<file path="config.mk">
export PLATFORM = sky130hd
export DESIGN_NAME = ppl_frame_sched_flat
export DESIGN_NICKNAME = d
export VERILOG_FILES = /design/src/rtl/ppl_frame_sched_if.sv /design/src/rtl/ppl_frame_sched.sv /design/src/flat_wrapper.sv
export SDC_FILE = /design/constraint.sdc
export NUM_CORES = 1
export LEC_CHECK = 0
export BUFFER_PORTS_ARGS = -buffer_cell sky130_fd_sc_hd__buf_2
export CAP_MARGIN = 40
export CELL_PAD_IN_SITES_DETAIL_PLACEMENT = 1
export CELL_PAD_IN_SITES_GLOBAL_PLACEMENT = 1
export CORE_AREA = 2 2 132 134
export CTS_CLUSTER_SIZE = 12
export DETAILED_ROUTE_END_ITERATION = 10
export DIE_AREA = 0 0 134 136
export GPL_ROUTABILITY_DRIVEN = 1
export PLACE_DENSITY_LB_ADDON = 0.1
export SYNTH_ARGS = -nofsm -noshare
export SYNTH_HDL_FRONTEND = slang
export SYNTH_SLANG_ARGS = --single-unit
</file>
<file path="constraint.sdc">
create_clock -name clk -period 3.35 [get_ports clk]
set_input_delay 0.1675 -clock clk [delete_from_list [all_inputs] [get_ports clk]]
set_output_delay 0.1675 -clock clk [all_outputs]
set_load 0.01 [all_outputs]
</file>
<file path="src/rtl/ppl_frame_sched_if.sv">
// Signal bundle between the frame scheduler, its frame/pose source and the march pipeline.
interface ppl_frame_sched_if;
  logic               frame_start;
  logic        [17:0] p_pos_x;
  logic        [17:0] p_pos_y;
  logic        [17:0] p_pos_z;
  logic signed [19:0] p_angle_x;
  logic signed [19:0] p_angle_y;
  logic               ret_valid;
  logic               ret_done;

  logic        [17:0] lat_pos_x;
  logic        [17:0] lat_pos_y;
  logic        [17:0] lat_pos_z;
  logic signed [19:0] lat_angle_x;
  logic signed [19:0] lat_angle_y;
  logic               next_en;
  logic               scanner_stop;
  logic               busy;
  logic               frame_done;
  logic               frame_overrun;
  logic        [19:0] pix_issued;

  modport master (
    output frame_start, p_pos_x, p_pos_y, p_pos_z, p_angle_x, p_angle_y,
    output ret_valid, ret_done,
    input  lat_pos_x, lat_pos_y, lat_pos_z, lat_angle_x, lat_angle_y,
    input  next_en, scanner_stop, busy, frame_done, frame_overrun, pix_issued
  );

  modport slave (
    input  frame_start, p_pos_x, p_pos_y, p_pos_z, p_angle_x, p_angle_y,
    input  ret_valid, ret_done,
    output lat_pos_x, lat_pos_y, lat_pos_z, lat_angle_x, lat_angle_y,
    output next_en, scanner_stop, busy, frame_done, frame_overrun, pix_issued
  );
endinterface

</file>
<file path="src/rtl/ppl_frame_sched.sv">
// Entry-slot scheduler for the ray-march ring: inject / recirculate / bubble each cycle,
// per-frame pose latch, in-flight tracking and frame completion reporting.
module ppl_frame_sched #(
  parameter int H_DISP    = 1280,
  parameter int V_DISP    = 720,
  parameter int PPL_DEPTH = 16
) (
  input  logic             clk,
  input  logic             rst,
  ppl_frame_sched_if.slave bus
);

  localparam int                PIX_TOTAL_I = H_DISP * V_DISP;
  localparam logic [19:0]       PIX_LAST    = 20'(PIX_TOTAL_I - 1);
  localparam int                INF_W       = $clog2(PPL_DEPTH + 1);
  localparam logic [INF_W-1:0]  INF_MAX     = INF_W'(PPL_DEPTH);

  typedef enum logic [1:0] {
    ST_IDLE,
    ST_RUN,
    ST_DRAIN,
    ST_DONE
  } state_t;

  state_t             state_reg;
  state_t             state_next;
  logic [19:0]        pix_issued_reg;
  logic [19:0]        pix_issued_next;
  logic [INF_W-1:0]   inflight_reg;
  logic [INF_W-1:0]   inflight_next;
  logic               busy_reg;
  logic               frame_done_reg;
  logic               frame_overrun_reg;

  logic               recirc;
  logic               retire;
  logic               inject;
  logic               scanner_stop_c;
  logic               latch_pose;

  logic        [17:0] pos_live     [3];
  logic        [17:0] pos_lat_reg  [3];
  logic signed [19:0] ang_live     [2];
  logic signed [19:0] ang_lat_reg  [2];

  assign recirc = bus.ret_valid & ~bus.ret_done;
  assign retire = bus.ret_valid & bus.ret_done;
  assign inject = ~recirc & ~scanner_stop_c;

  // Reset forces the entry mux to the scanner side even if the tail still shows a ray.
  assign bus.next_en      = rst | ~recirc;
  assign bus.scanner_stop = scanner_stop_c;

  always_ff @(posedge clk or posedge rst) begin
    if (rst) begin
      state_reg <= ST_IDLE;
    end else begin
      state_reg <= state_next;
    end
  end

  always_comb begin
    state_next      = state_reg;
    pix_issued_next = pix_issued_reg;
    scanner_stop_c  = 1'b1;
    latch_pose      = 1'b0;
    unique case (state_reg)
      ST_IDLE: begin
        if (bus.frame_start) begin
          state_next      = ST_RUN;
          pix_issued_next = '0;
          latch_pose      = 1'b1;
        end
      end
      ST_RUN: begin
        scanner_stop_c = 1'b0;
        // A recirculating tail ray owns the entry slot; the scanner waits.
        if (!recirc) begin
          pix_issued_next = pix_issued_reg + 20'd1;
          if (pix_issued_reg == PIX_LAST) begin
            state_next = ST_DRAIN;
          end
        end
      end
      ST_DRAIN: begin
        if (inflight_reg == '0) begin
          state_next = ST_DONE;
        end
      end
      ST_DONE: begin
        state_next = ST_IDLE;
      end
      default: begin
        state_next = ST_IDLE;
      end
    endcase
  end

  always_comb begin
    inflight_next = inflight_reg;
    if (inject && !retire) begin
      inflight_next = inflight_reg + INF_W'(1);
    end else if (!inject && retire && (inflight_reg != '0)) begin
      inflight_next = inflight_reg - INF_W'(1);
    end
  end

  always_ff @(posedge clk or posedge rst) begin
    if (rst) begin
      pix_issued_reg    <= '0;
      inflight_reg      <= '0;
      busy_reg          <= 1'b0;
      frame_done_reg    <= 1'b0;
      frame_overrun_reg <= 1'b0;
    end else begin
      pix_issued_reg    <= pix_issued_next;
      inflight_reg      <= inflight_next;
      busy_reg          <= (state_next != ST_IDLE);
      frame_done_reg    <= (state_next == ST_DONE);
      frame_overrun_reg <= bus.frame_start & (state_reg != ST_IDLE);
    end
  end

  assign pos_live[0] = bus.p_pos_x;
  assign pos_live[1] = bus.p_pos_y;
  assign pos_live[2] = bus.p_pos_z;
  assign ang_live[0] = bus.p_angle_x;
  assign ang_live[1] = bus.p_angle_y;

  // The pose is captured only when a frame is accepted, so every pixel sees one pose.
  genvar gi;
  generate
    for (gi = 0; gi < 3; gi++) begin : g_pos_lat
      always_ff @(posedge clk or posedge rst) begin
        if (rst) begin
          pos_lat_reg[gi] <= '0;
        end else if (latch_pose) begin
          pos_lat_reg[gi] <= pos_live[gi];
        end
      end
    end
    for (gi = 0; gi < 2; gi++) begin : g_ang_lat
      always_ff @(posedge clk or posedge rst) begin
        if (rst) begin
          ang_lat_reg[gi] <= '0;
        end else if (latch_pose) begin
          ang_lat_reg[gi] <= ang_live[gi];
        end
      end
    end
  endgenerate

  assign bus.lat_pos_x     = pos_lat_reg[0];
  assign bus.lat_pos_y     = pos_lat_reg[1];
  assign bus.lat_pos_z     = pos_lat_reg[2];
  assign bus.lat_angle_x   = ang_lat_reg[0];
  assign bus.lat_angle_y   = ang_lat_reg[1];
  assign bus.busy          = busy_reg;
  assign bus.frame_done    = frame_done_reg;
  assign bus.frame_overrun = frame_overrun_reg;
  assign bus.pix_issued    = pix_issued_reg;

  a_no_retire_underflow: assert property (@(posedge clk) disable iff (rst)
    !(retire && (inflight_reg == '0)));
  a_inflight_bound: assert property (@(posedge clk) disable iff (rst)
    inflight_reg <= INF_MAX);

endmodule
</file>
<file path="src/flat_wrapper.sv">
// flat-port wrapper written by rule: the top's interface ports become plain ports
module ppl_frame_sched_flat 
#(
  parameter int H_DISP    = 1280,
  parameter int V_DISP    = 720,
  parameter int PPL_DEPTH = 16
)
  (clk, rst, bus_frame_start, bus_p_pos_x, bus_p_pos_y, bus_p_pos_z, bus_p_angle_x, bus_p_angle_y, bus_ret_valid, bus_ret_done, bus_lat_pos_x, bus_lat_pos_y, bus_lat_pos_z, bus_lat_angle_x, bus_lat_angle_y, bus_next_en, bus_scanner_stop, bus_busy, bus_frame_done, bus_frame_overrun, bus_pix_issued);
  ppl_frame_sched_if bus_i ();
  input  logic clk;
  input  logic rst;
  input wire logic [$bits(bus_i.frame_start)-1:0] bus_frame_start;
  input wire logic [$bits(bus_i.p_pos_x)-1:0] bus_p_pos_x;
  input wire logic [$bits(bus_i.p_pos_y)-1:0] bus_p_pos_y;
  input wire logic [$bits(bus_i.p_pos_z)-1:0] bus_p_pos_z;
  input wire logic [$bits(bus_i.p_angle_x)-1:0] bus_p_angle_x;
  input wire logic [$bits(bus_i.p_angle_y)-1:0] bus_p_angle_y;
  input wire logic [$bits(bus_i.ret_valid)-1:0] bus_ret_valid;
  input wire logic [$bits(bus_i.ret_done)-1:0] bus_ret_done;
  output wire logic [$bits(bus_i.lat_pos_x)-1:0] bus_lat_pos_x;
  output wire logic [$bits(bus_i.lat_pos_y)-1:0] bus_lat_pos_y;
  output wire logic [$bits(bus_i.lat_pos_z)-1:0] bus_lat_pos_z;
  output wire logic [$bits(bus_i.lat_angle_x)-1:0] bus_lat_angle_x;
  output wire logic [$bits(bus_i.lat_angle_y)-1:0] bus_lat_angle_y;
  output wire logic [$bits(bus_i.next_en)-1:0] bus_next_en;
  output wire logic [$bits(bus_i.scanner_stop)-1:0] bus_scanner_stop;
  output wire logic [$bits(bus_i.busy)-1:0] bus_busy;
  output wire logic [$bits(bus_i.frame_done)-1:0] bus_frame_done;
  output wire logic [$bits(bus_i.frame_overrun)-1:0] bus_frame_overrun;
  output wire logic [$bits(bus_i.pix_issued)-1:0] bus_pix_issued;
  assign bus_i.frame_start = bus_frame_start;
  assign bus_i.p_pos_x = bus_p_pos_x;
  assign bus_i.p_pos_y = bus_p_pos_y;
  assign bus_i.p_pos_z = bus_p_pos_z;
  assign bus_i.p_angle_x = bus_p_angle_x;
  assign bus_i.p_angle_y = bus_p_angle_y;
  assign bus_i.ret_valid = bus_ret_valid;
  assign bus_i.ret_done = bus_ret_done;
  assign bus_lat_pos_x = bus_i.lat_pos_x;
  assign bus_lat_pos_y = bus_i.lat_pos_y;
  assign bus_lat_pos_z = bus_i.lat_pos_z;
  assign bus_lat_angle_x = bus_i.lat_angle_x;
  assign bus_lat_angle_y = bus_i.lat_angle_y;
  assign bus_next_en = bus_i.next_en;
  assign bus_scanner_stop = bus_i.scanner_stop;
  assign bus_busy = bus_i.busy;
  assign bus_frame_done = bus_i.frame_done;
  assign bus_frame_overrun = bus_i.frame_overrun;
  assign bus_pix_issued = bus_i.pix_issued;
  ppl_frame_sched #(.H_DISP(H_DISP), .V_DISP(V_DISP), .PPL_DEPTH(PPL_DEPTH)) u_core (.clk(clk), .rst(rst), .bus(bus_i));
endmodule
</file>
=== After elaboration in Yosys (flattened, before gate mapping) ===
Cells that the tools add are included.

* Add/subtract/negate cells: 3
* Eq/ne operators: 7
* Muxes and demuxes: 13
* Bitwise gates (word level): 7
* Reduce and logical (&&, ||, !) cells: 13

{| class="wikitable"
|+ Operator list
! kind !! number
|-
| $mux W20 || 2
|-
| $pmux W20 S2 || 1
|-
| $add A20 B1 Y20 const B || 1
|-
| $eq A20 B20 Y1 const B || 1
|-
| $mux W5 || 2
|-
| $mux W2 || 4
|-
| $pmux W2 S4 || 1
|-
| $reduce_bool A2 Y1 || 4
|-
| $eq A2 B2 Y1 const B || 3
|-
| $add A5 B1 Y5 const B || 1
|-
| $logic_not A5 Y1 || 1
|-
| $reduce_bool A5 Y1 || 1
|-
| $sub A5 B1 Y5 const B || 1
|-
| $and A1 B1 Y1 || 4
|-
| $ne A2 B2 Y1 const B || 2
|-
| $logic_and A1 B1 Y1 || 3
|-
| $mux W1 || 3
|-
| $reduce_and A3 Y1 || 1
|-
| $eq A2 B1 Y1 const B || 1
|-
| $logic_not A1 Y1 || 2
|-
| $logic_not A2 Y1 || 1
|-
| $not A1 Y1 || 2
|-
| $or A1 B1 Y1 || 1
|}

* Flip-flop bits (word level): 124
* Output and inout bits: 119
* Word-level logic and storage cells: 54

=== Longest topological paths before layout ===
* Depth after elaboration: 9
* Gate-level depth with buffers: 8
* Mapped depth without buffers: 7

=== Least setup slack after synthesis ===
OpenSTA, ideal clock, no wires.

* Kind: input -> output
* From: input rst
* To: output bus_next_en
* Arrival time: 3.128 ns
* Data required time: 3.182 ns
* Path slack: 0.054 ns
* Stages on the path: 2
* Path buffers: 0
* Cell sequence: inv_1 -> nand2_1

* Cells in the longest elaborated chain, start to end: 1

{| class="wikitable"
|+ RTL lines
! what !! RTL line !! text
|-
| start: declaration || flat_wrapper.sv:11 || <nowiki>input logic rst;</nowiki>
|-
| $or A1 B1 Y1 || ppl_frame_sched.sv:51 || <nowiki>assign bus.next_en = rst | ~recirc;</nowiki>
|-
| end: declaration || flat_wrapper.sv:25 || <nowiki>output wire logic [$bits(bus_i.next_en)-1:0] bus_next_en;</nowiki>
|}

Every way passes these cells.

=== Worst setup path after layout ===
* From: register u_core.state_reg[0]
* To: register u_core.inflight_reg[4]

* Cells in the longest elaborated chain, start to end: 6
* Elaborated cells on any way between the ends: 8
* Those cells by class: 1 x eq/ne; 1 x mux; 1 x bitwise; 5 x reduce/logical

{| class="wikitable"
|+ RTL lines
! what !! RTL line !! text
|-
| start: declaration || ppl_frame_sched.sv:25 || <nowiki>state_t state_reg;</nowiki>
|-
| start signal: assignment || ppl_frame_sched.sv:58 || <nowiki>state_reg <= state_next;</nowiki>
|-
| $eq A2 B1 Y1 (*) || ppl_frame_sched.sv:67 || <nowiki>unique case (state_reg)</nowiki>
|-
| $and A1 B1 Y1 (*) || ppl_frame_sched.sv:48 || <nowiki>assign inject = ~recirc & ~scanner_stop_c;</nowiki>
|-
| $logic_not A1 Y1 || ppl_frame_sched.sv:103 || <nowiki>end else if (!inject && retire && (inflight_reg != '0)) begin</nowiki>
|-
| $logic_and A1 B1 Y1 (2 in series) || ppl_frame_sched.sv:103 ||
|-
| $reduce_bool A2 Y1 (no source line) || n/a ||
|-
| end signal: assignment || ppl_frame_sched.sv:117 || <nowiki>inflight_reg <= inflight_next;</nowiki>
|-
| end: declaration || ppl_frame_sched.sv:29 || <nowiki>logic [INF_W-1:0] inflight_reg;</nowiki>
|}

Mark *: on every way between the ends. The rest lies on a longest branch, timed or not.
A chain may end at the register's enable or synchronous reset.

==> metrics.cfg <==
[synth]
ys_top_cells_by_area=dfrtp_1, nand2_1, clkbuf_1
syn-instance-count=564
synthesis.nets=668
ys_types=36
synth_area_per_cell_um2=9.05
ys_warn_count=0
synth_top_area_share=0.608
synth_top_flop_cell=dfrtp_1
ys_seq_area_frac=0.608
synth_enable_flop_cells=0
yosys_register_bits=124
synth_area_leader_cell=dfrtp_1
synth_async_sr_flop_share=1.00
netlist_area_um2=5110

[critical_path]
critPathLaunchType=flop
critical_path_buf_inv_count=0
timing_worst_setup_path_type=flop to flop
reg2reg_depth=7
slowest_delay_ps=470
cp_top_family=simple AND/OR/NAND/NOR gates
r2r_start=u_core.state_reg[0]
worstPathCellList=nor2b_1 > nand2b_1 > fa_1 > a21o_1 > a21oi_1 > mux2i_1 > xor2_1
cp_slowest_cell=dfrtp_1
critPathCaptureType=flop
required_ps=3680
reg2reg_to=u_core.inflight_reg[4]
reg2reg_slack_ps=980
crit_path_max_fanout=9
cp.arrival_ps=2700

[timing]
setup_violations=0
min_period_ps=2370
worst_pin_slew_ps=777
hold_ws_ps=-42.6
max_freq_mhz=422
slew_headroom=0.482
finClkSkew_ps=10.8
rsz0062_at_grt=no
post-route-period-util=0.708
hold_viol_final=12
setup-tns-final_ps=0
drv_slew=0
setup_slack_ps=979

[clocking]
path_clk_slew_ps=60
cts_hold_buf=94
cts-htree-levels=4
worstSkewPairLatency_ps=420
cts_root_buf=clkbuf_16
cts.sink_count=124
post_cts.repair.setup_buffers=0
cts_resized=0
cts_tree=done
cts_buffer_depth=2
cts_buffers=17

[die]
coreArea_um2=16900
ios=218
initial_core_util=0.303
dieHeight_um=136
rows=48
die_w_um=134
die_area_um2=18200

[routing]
dr.pass1.iters=4
avgRoutedWirePerCell_um=14.9
route.detailed.drc=0
vias=5004
vias_per_cell=4.51
drt_iter0_drc=159
wirelength_mm=16.6
antenna_left=0

[power]
p_leak_uw=0.00429
vdd_drop_max_mv=0.369
p_per_area_nw_per_um2=824

[placement]
pre_cts_slack_ps=1010
dp_hpwl_mm=10.6
finalWeightedCongestion=0.754
placed_cells=983
io_buffers=217

[final_layout]
layout.nets=975
drive_gt1_frac=0.294
area_growth_pct=57.5
final_cell_mix=nand2_1, buf_2, dfrtp_1
layout_commonest_cell=nand2_1
layout.cells.non_filler=1109
final_util=0.477

[global_route]
grt_usage=0.190
grt_start_max_net_pins=125
gr-total-overflow=0
grt_pass1_wl_mm=27.4
grt_pass1_vias=5518
antenna_found_initial=1

[run_status]
run_status=finished with violations
violations=hold timing

[job]
maxCapViolations=0

[hold_path]
hp-class=primary input to asynchronous set/reset pin

## cells by family (layout without fill, tap and decap cells)
family | count (synthesis) | in the layout | share of synthesized area
adder cells (fa/ha/maj) | 5 | 5 | 0.0137
flip-flops | 124 | 124 | 0.608
other | 0 | 1 | 0
XOR/XNOR | 10 | 10 | 0.0172
AND/OR/NAND/NOR | 358 | 358 | 0.290
AO/OA/AOI/OAI | 34 | 34 | 0.0407
multiplexers | 4 | 4 | 0.00858
buffers and inverters | 29 | 348 | 0.0223
## worst register-to-register path: cells and delay by family (launching register included)
kind	cells	cell delay (ps)
muxes	1	240
AOI/OAI and AO/OA	2	380
DFF	1	470
and+or+nand+nor	2	610
xor gates and xnor gates	1	160
adders and majority gates	1	450
## cell usage after synthesis (2+ instances only)
cell,n
or3_1,7
dfrtp_1,124
ha_1,4
or4_1,5
nand4_1,7
mux2_2,3
a211o_1,2
o21a_1,2
buf_2,4
nor4_1,3
nand2_1,297
nor2b_1,2
nor3_1,4
xnor2_1,4
a21oi_1,11
o21ai_0,11
xor2_1,6
o31a_1,2
o31ai_1,2
clkbuf_1,22
nand2b_1,2
nor2_1,11
nand3_1,10
a21o_1,2
inv_1,3
and4_1,3
and3_1,2
## where the power goes
| part | switching (uW) | internal [uW] | total, uW |
|---|---|---|---|
| clock network | 707 | 1320 | 2030 |
| logic | 1240 | 905 | 2140 |
| registers | 360 | 2100 | 2460 |
| total | 2300 | 4330 | 6630 |
## metrics by stage
| step | instance area [um2] | total power [uW] | hold slack [ps] |
|---|---|---|---|
| floorplan | 5110 | 3580 | 273 |
| global placement | 6420 | 4460 | 356 |
| detailed placement | 6450 | 4570 | 364 |
| CTS | 8040 | 6720 | 56.3 |
| global route | 8040 | 7130 | 77.1 |
| finish | 8040 | 6630 | -42.6 |
## worst max path at each step
stage	startpoint	to	slack, ps	cells after the start
3_5_place_dp	u_core.state_reg[0]	u_core.inflight_reg[4]	1010	7
5_1_grt	u_core.state_reg[0]	u_core.inflight_reg[4]	770	7
2_1_floorplan	rst	bus_next_en	890	2
4_1_cts	u_core.state_reg[0]	u_core.inflight_reg[4]	970	7
3_3_place_gp	u_core.state_reg[0]	u_core.inflight_reg[4]	1110	7
6_report	u_core.state_reg[0]	u_core.inflight_reg[4]	980	7
## area by class of cell
class | instances | area [um2]
antenna | 1 | 2.50
clock buffer | 17 | 425
clock inverter | 14 | 221
fill | 2006 | 8830
inverter | 3 | 15.0
multi-input combinational | 411 | 1900
sequential | 124 | 3100
tap | 225 | 282
timing repair buffer | 314 | 2090
## layer usage
| layer | routed length (um) | vias to the layer above | track usage |
|---|---|---|---|
| li1 | - | 2414 | - |
| met1 | 6860 | 2416 | 0.221 |
| met2 | 8250 | 139 | 0.325 |
| met3 | 887 | 35 | 0.0541 |
| met4 | 554 | 0 | 0.0881 |
| met5 | 0 | - | 0 |
Note: power is estimated with default switching activity, not from simulation.
